===== src/rtl/mem_access_unit_if.sv =====
// Word-wide request/ack/rvalid data bus between the MEM-stage
// load/store unit (master) and on-chip RAM or an SDRAM bridge (slave).
interface mem_access_unit_if;
    logic        bus_req;
    logic        bus_we;
    logic [31:0] bus_addr;
    logic [3:0]  bus_be;
    logic [31:0] bus_wdata;
    logic        bus_ack;
    logic        bus_rvalid;
    logic [31:0] bus_rdata;

    modport master (
        output bus_req, bus_we, bus_addr, bus_be, bus_wdata,
        input  bus_ack, bus_rvalid, bus_rdata
    );

    modport slave (
        input  bus_req, bus_we, bus_addr, bus_be, bus_wdata,
        output bus_ack, bus_rvalid, bus_rdata
    );
endinterface


===== src/rtl/mem_access_unit.sv =====
// MEM-stage load/store unit: lane-aligns stores, extracts and extends
// loads, and stalls the front of the pipeline until the bus access ends.
module mem_access_unit #(
    parameter int TIMEOUT_CYC = 256
) (
    input  logic        clk,
    input  logic        rst,
    input  logic        mem_re,
    input  logic        mem_wr,
    input  logic [2:0]  mem_f3,
    input  logic [31:0] addr,
    input  logic [31:0] wdata,
    input  logic        hold_i,
    output logic        stall_req,
    output logic [31:0] ld_data,
    output logic        misalign,
    output logic        bus_err,
    mem_access_unit_if.master bus
);

    localparam int CW = (TIMEOUT_CYC > 2) ? $clog2(TIMEOUT_CYC) : 1;
    localparam logic [CW-1:0] LAST = CW'(TIMEOUT_CYC - 1);

    typedef enum logic [1:0] {
        IDLE,
        REQ,
        RWAIT,
        DONE
    } state_t;

    state_t      state;
    logic [CW-1:0] cnt;
    logic        req_q;
    logic        we_q;
    logic [31:0] addr_q;
    logic [3:0]  be_q;
    logic [31:0] wdata_q;
    logic [2:0]  f3_q;
    logic [1:0]  lo2_q;

    logic        access;
    logic        is_b;
    logic        is_h;
    logic        mis_n;
    logic [3:0]  be_n;
    logic [31:0] wd_n;
    logic [15:0] sh;
    logic [31:0] ext;

    assign access    = mem_re | mem_wr;
    assign stall_req = access & (state != DONE);

    // Reset pulls the request off the bus in the same cycle.
    assign bus.bus_req   = req_q & ~rst;
    assign bus.bus_we    = we_q;
    assign bus.bus_addr  = addr_q;
    assign bus.bus_be    = be_q;
    assign bus.bus_wdata = wdata_q;

    // Decode access size, alignment and store lane placement.
    always_comb begin
        is_b  = (mem_f3 == 3'b000) | (mem_f3 == 3'b100);
        is_h  = (mem_f3 == 3'b001) | (mem_f3 == 3'b101);
        mis_n = (is_h & addr[0])
              | ((mem_f3 == 3'b010) & (addr[1:0] != 2'b00));
        be_n  = 4'b1111;
        wd_n  = wdata;
        unique case (1'b1)
            is_b: begin
                be_n = 4'b0001 << addr[1:0];
                wd_n = {4{wdata[7:0]}};
            end
            is_h: begin
                be_n = addr[1] ? 4'b1100 : 4'b0011;
                wd_n = {2{wdata[15:0]}};
            end
            default: begin
                be_n = 4'b1111;
                wd_n = wdata;
            end
        endcase
    end

    // Select the addressed byte/half of the read word and extend it.
    always_comb begin
        sh  = 16'(bus.bus_rdata >> {lo2_q, 3'b000});
        ext = bus.bus_rdata;
        unique case (f3_q)
            3'b000:  ext = {{24{sh[7]}}, sh[7:0]};
            3'b100:  ext = {24'h0, sh[7:0]};
            3'b001:  ext = {{16{sh[15]}}, sh[15:0]};
            3'b101:  ext = {16'h0, sh[15:0]};
            default: ext = bus.bus_rdata;
        endcase
    end

    // Access sequencer with registered bus and result outputs.
    always_ff @(posedge clk) begin
        if (rst) begin
            state    <= IDLE;
            cnt      <= '0;
            req_q    <= 1'b0;
            we_q     <= 1'b0;
            addr_q   <= '0;
            be_q     <= '0;
            wdata_q  <= '0;
            f3_q     <= '0;
            lo2_q    <= '0;
            ld_data  <= '0;
            misalign <= 1'b0;
            bus_err  <= 1'b0;
        end else begin
            misalign <= 1'b0;
            bus_err  <= 1'b0;
            unique case (state)
                IDLE: begin
                    cnt <= '0;
                    if (access) begin
                        if (mis_n) begin
                            misalign <= 1'b1;
                            ld_data  <= '0;
                            state    <= DONE;
                        end else begin
                            req_q   <= 1'b1;
                            we_q    <= ~mem_re;
                            addr_q  <= {addr[31:2], 2'b00};
                            be_q    <= be_n;
                            wdata_q <= wd_n;
                            f3_q    <= mem_f3;
                            lo2_q   <= addr[1:0];
                            state   <= REQ;
                        end
                    end
                end
                REQ: begin
                    if (bus.bus_ack) begin
                        req_q <= 1'b0;
                        cnt   <= '0;
                        if (we_q) begin
                            state <= DONE;
                        end else if (bus.bus_rvalid) begin
                            ld_data <= ext;
                            state   <= DONE;
                        end else begin
                            state <= RWAIT;
                        end
                    end else if (cnt == LAST) begin
                        req_q   <= 1'b0;
                        bus_err <= 1'b1;
                        ld_data <= '0;
                        state   <= DONE;
                    end else begin
                        cnt <= cnt + 1'b1;
                    end
                end
                RWAIT: begin
                    if (bus.bus_rvalid) begin
                        ld_data <= ext;
                        state   <= DONE;
                    end else if (cnt == LAST) begin
                        bus_err <= 1'b1;
                        ld_data <= '0;
                        state   <= DONE;
                    end else begin
                        cnt <= cnt + 1'b1;
                    end
                end
                DONE: begin
                    cnt <= '0;
                    if (!hold_i) begin
                        state <= IDLE;
                    end
                end
                default: state <= IDLE;
            endcase
        end
    end

endmodule


===== src/flat_wrapper.sv =====
// flat-port wrapper written by rule: the top's interface ports become plain ports
module mem_access_unit_flat 
#(
    parameter int TIMEOUT_CYC = 256
)
  (clk, rst, mem_re, mem_wr, mem_f3, addr, wdata, hold_i, stall_req, ld_data, misalign, bus_err, bus_bus_req, bus_bus_we, bus_bus_addr, bus_bus_be, bus_bus_wdata, bus_bus_ack, bus_bus_rvalid, bus_bus_rdata);
  mem_access_unit_if bus_i ();
  input  logic clk;
  input  logic rst;
  input  logic mem_re;
  input  logic mem_wr;
  input  logic [2:0] mem_f3;
  input  logic [31:0] addr;
  input  logic [31:0] wdata;
  input  logic hold_i;
  output logic stall_req;
  output logic [31:0] ld_data;
  output logic misalign;
  output logic bus_err;
  output wire logic [$bits(bus_i.bus_req)-1:0] bus_bus_req;
  output wire logic [$bits(bus_i.bus_we)-1:0] bus_bus_we;
  output wire logic [$bits(bus_i.bus_addr)-1:0] bus_bus_addr;
  output wire logic [$bits(bus_i.bus_be)-1:0] bus_bus_be;
  output wire logic [$bits(bus_i.bus_wdata)-1:0] bus_bus_wdata;
  input wire logic [$bits(bus_i.bus_ack)-1:0] bus_bus_ack;
  input wire logic [$bits(bus_i.bus_rvalid)-1:0] bus_bus_rvalid;
  input wire logic [$bits(bus_i.bus_rdata)-1:0] bus_bus_rdata;
  assign bus_bus_req = bus_i.bus_req;
  assign bus_bus_we = bus_i.bus_we;
  assign bus_bus_addr = bus_i.bus_addr;
  assign bus_bus_be = bus_i.bus_be;
  assign bus_bus_wdata = bus_i.bus_wdata;
  assign bus_i.bus_ack = bus_bus_ack;
  assign bus_i.bus_rvalid = bus_bus_rvalid;
  assign bus_i.bus_rdata = bus_bus_rdata;
  mem_access_unit #(.TIMEOUT_CYC(TIMEOUT_CYC)) u_core (.clk(clk), .rst(rst), .mem_re(mem_re), .mem_wr(mem_wr), .mem_f3(mem_f3), .addr(addr), .wdata(wdata), .hold_i(hold_i), .stall_req(stall_req), .ld_data(ld_data), .misalign(misalign), .bus_err(bus_err), .bus(bus_i));
endmodule

===== config.mk =====
export PLATFORM = sky130hd
export DESIGN_NAME = mem_access_unit_flat
export DESIGN_NICKNAME = d
export VERILOG_FILES = /design/src/rtl/mem_access_unit_if.sv /design/src/rtl/mem_access_unit.sv /design/src/flat_wrapper.sv
export SDC_FILE = /design/constraint.sdc
export NUM_CORES = 1
export LEC_CHECK = 0
export BUFFER_PORTS_ARGS = -buffer_cell sky130_fd_sc_hd__buf_2
export CELL_PAD_IN_SITES_DETAIL_PLACEMENT = 0
export CELL_PAD_IN_SITES_GLOBAL_PLACEMENT = 1
export CORE_ASPECT_RATIO = 1.25
export CORE_MARGIN = 2
export CORE_UTILIZATION = 31
export DETAILED_ROUTE_END_ITERATION = 8
export PLACE_DENSITY_LB_ADDON = 0.1
export SLEW_MARGIN = 20
export SYNTH_ARGS = -nofsm -noshare
export SYNTH_HDL_FRONTEND = slang
export SYNTH_SLANG_ARGS = --single-unit

===== constraint.sdc =====
create_clock -name clk -period 2.3 [get_ports clk]
set_input_delay 0.46 -clock clk [delete_from_list [all_inputs] [get_ports clk]]
set_output_delay 0.46 -clock clk [all_outputs]
set_load 0.02 [all_outputs]

==> impl_metrics.tcl <==
set metrics [dict create \
    leakagePower_nw 3.23 \
    grt_first_pass_wirelength_microns 27300 \
    synth_simple_gate_area_share_pct 17.7 \
    grt_pass1_vias 5405 \
    whs_path_depth 2 \
    clk_pin_slew_ns 0.06 \
    via_count 5425 \
    reg2reg_depth 7 \
    first_iter_violations 267 \
    cts_max_path_buffers 2 \
    rsz0062_at_grt "yes" \
    crit_cells 7 \
    core_area_sq_um 16800 \
    finalSetupViolCount 0 \
    synth_area_leader_cell "dfxtp_1" \
    final_max_slew_viol_count 0 \
    path_max_fanout 24 \
    fin_nets 945 \
    fin_skew_ns 0.00766 \
    synth_top_family_by_area "compound AO/OA/AOI/OAI gates" \
    critical_path_buf_inv_count 2 \
    fin_tns_setup_ns 0 \
    std_cell_rows 53 \
    io_pins 211 \
    synthToLayoutAreaGrowth_pct 37.8 \
    synth_mux_area_share_pct 7.01 \
    ant_nets 0 \
    synth_cells 632 \
    totalWireLength_microns 17600 \
    synth_xor_area_share_pct 0.823 \
    async_flop_share_pct 0 \
    synth_ff_type "dfxtp_1" \
    route.detailed.drc 0 \
    slowest_stage "a311o_1" \
    hp-start "mem_re" \
    drv_cap 0 \
    dieArea_sq_um 18200 \
    synth_edf_count 0 \
    rrSetupSlack_ns 0.17 \
    io_buffers 208 \
    critPathKind "register to register" \
    critPathMaxStageDelay_ns 0.40 \
    antenna_found_initial 1 \
    hold_buffers 0 \
    cts.htree.levels 4 \
    synth_compound_area_share_pct 24.6 \
    crit_required_ns 2.60 \
    dp_cells 1033 \
    grt_usage_pct 19.1 \
    wl_per_cell_microns 16.5 \
    cts-root-buf "clkbuf_16" \
    n_antenna_cell 0 \
    initial_core_util_pct 31.6 \
    first_pass_iters 4 \
    min_to "u_core.bus.bus_we" \
    hold_violations 0 \
    dp_hpwl_microns 12800 \
    cp-end-kind "register" \
    reg2reg_from "u_core.state[0]" \
    post_cts_resized 0 \
    worstSkewPairLatency_ns 0.41 \
    grt_max_degree 69 \
    finalNonFillerCells 1065 \
    startpoint_type "register" \
    total_power_mw 8.37 \
    place_congestion 0.836 \
    die_x_microns 121 \
    crit_arrival_ns 2.43 \
    max_freq_mhz 468 \
    ys_seq_area_share_pct 44.0 \
    maxSlewHeadroom_pct 52.6 \
    status "finished, final reports clean" \
    ys_top_cells_by_area "dfxtp_1, nand2_1, a21oi_1" \
    finalWorstSetupSlack_ns 0.165 \
    pre_cts_ws_ns 0.0787 \
    worstMarginPinSlew_ns 0.709 \
    fill_cells 1773 \
    synth_fa_ha_area_share_pct 1.65 \
    period_share_pct 92.8 \
    synth_top_area_share_pct 44.0 \
    syn_area_sq_um 5320 \
    synth-seq-cells 117 \
    crit_family "compound AO/OA/AOI/OAI gates" \
    reg2reg_to "u_core.ld_data[15]" \
    crit_chain "buf_4, ha_1, a311o_1, a221oi_1, nor2_2, buf_12, a32o_1" \
    vdd_drop_max_v 0.000530 \
    cts.sinks 117 \
    grt.overflow.total 0 \
    power.density_nw_per_um2 1140 \
    cts_buffers 17 \
    layout_min_cycle_time_ns 2.13 \
    chipHeight_microns 150 \
    synth-warning-count 0 \
    min_path_type "input port to register" \
    viasPerCell 5.09 \
    final_layout_size_suffix_gt1_share_pct 32.5 \
    yosysUniqueCellTypes 50 \
    avgSynthCellArea_sq_um 8.42 \
    tritoncts "done" \
]
-- metal layers --
layer / vias to the layer above / track usage (%) / part of all wire (%)
li1: 2657 / - / -
met1: 2561 / 21.1 / 40
met2: 180 / 33.7 / 50
met3: 27 / 6.36 / 7.6
met4: 0 / 7.93 / 2.3
met5: - / 0 / 0
-- cell usage after synthesis (2+ instances only) --
library cell  count
nand2b_1         17
ha_1              7
nand4_1           2
mux2i_1          26
a21oi_1          82
nand3b_1          3
o21ai_0          21
nor3_1            4
nand3_1           4
a311oi_1         10
o211ai_1         16
buf_2             2
a211oi_1         13
clkbuf_1         40
buf_1             5
a31oi_1           2
dfxtp_1         117
a22oi_1           8
nand2_1         128
xor2_1            5
nor3b_1           2
nor2b_1          11
mux2_2            8
inv_1             5
buf_4             2
nor4_1            2
a32o_1            8
a22o_1            9
nor2_1           37
o2bb2ai_1        16
-- area by class of cell --
| type | instances | area (sq um) | share of cell area (%) |
|---|---|---|---|
| Multi-Input combinational cell | 461 | 2770 | 37.8 |
| Sequential cell | 117 | 2340 | 32.0 |
| Timing Repair Buffer | 229 | 1260 | 17.2 |
| Clock buffer | 21 | 460 | 6.28 |
| Tap cell | 220 | 275 | 3.76 |
| Clock inverter | 11 | 198 | 2.70 |
| Inverter | 6 | 22.5 | 0.307 |
-- registers in the layout (all words and copies together), names as in the netlist --
| name | cells |
|---|---|
| u_core.bus.bus_wdata | 32 |
| u_core.ld_data | 32 |
| u_core.bus.bus_addr | 30 |
| u_core.cnt | 8 |
| u_core.bus.bus_be | 4 |
| u_core.f3_q | 3 |
| u_core.lo2_q | 2 |
| u_core.state | 2 |
| u_core.bus.bus_we | 1 |
| u_core.bus_err | 1 |
| u_core.misalign | 1 |
| u_core.req_q | 1 |
-- worst max-delay path by stage --
stage	slack, ns	startpoint	to
2_1_floorplan	0.11	u_core.state[0]	u_core.ld_data[20]
3_3_place_gp	0.12	mem_f3[1]	u_core.ld_data[15]
3_5_place_dp	0.08	mem_f3[1]	u_core.ld_data[15]
4_1_cts	0.16	u_core.state[0]	u_core.ld_data[15]
5_1_grt	-0.01	u_core.state[1]	u_core.ld_data[19]
6_report	0.17	u_core.state[0]	u_core.ld_data[15]
-- timing repair --
item / CTS / global route
endpoints found under the setup margin: 0 / 5
endpoints found under the hold margin: 0 / 0
buffers inserted: 0 / 0
-- stage by stage --
step                      hold slack (ns)  cell area (sq um)  util, %
after global routing                0.272               7330     43.5
after floorplan                     0.450               5320        -
after CTS                           0.257               7330     43.5
final                               0.277               7330     43.5
after detailed placement            0.442               6670     39.6
after global placement              0.440               6670     39.6
-- report_power, final --
group / internal, mW / switching [mW]
clock network: 1.99 / 0.967
registers: 2.39 / 0.215
logic: 1.03 / 1.78
total: 5.41 / 2.96
-- logic make-up after synthesis --
family / after synthesis
and+or+nand+nor: 216
AOI/OAI and AO/OA: 196
DFF: 117
buffers and inverters: 55
muxes: 35
adders and majority gates: 7
xor gates and xnor gates: 5
other: 1
-- worst register-to-register path, stage by stage, from the launching register on --
cell and delay, ns:
dfxtp_1 0.32, buf_4 0.16, ha_1 0.29, a311o_1 0.40
a221oi_1 0.28, nor2_2 0.16, buf_12 0.21, a32o_1 0.21
-- cell usage in the layout (no fill, tap or decap), drive strengths merged, types with 2 or more instances in the layout --
master   instances
o21ai           21
nand2b          17
nand2          129
nor4             2
o211ai          16
a211oi          13
mux2             8
nand3            4
a2111oi          2
buf            229
dfxtp          117
ha               7
nor3b            2
mux2i           26
nand4            2
a22oi            8
a32o             8
inv              7
a311oi          10
nor2            37
nor3             4
nand3b           3
clkinv           4
bufinv           5
clkbuf          21
a21oi           82
conb             2
a22o             9
a31oi            2
nor2b           11
xor2             5
o2bb2ai         16
Note: power is estimated with default switching activity, not from simulation.
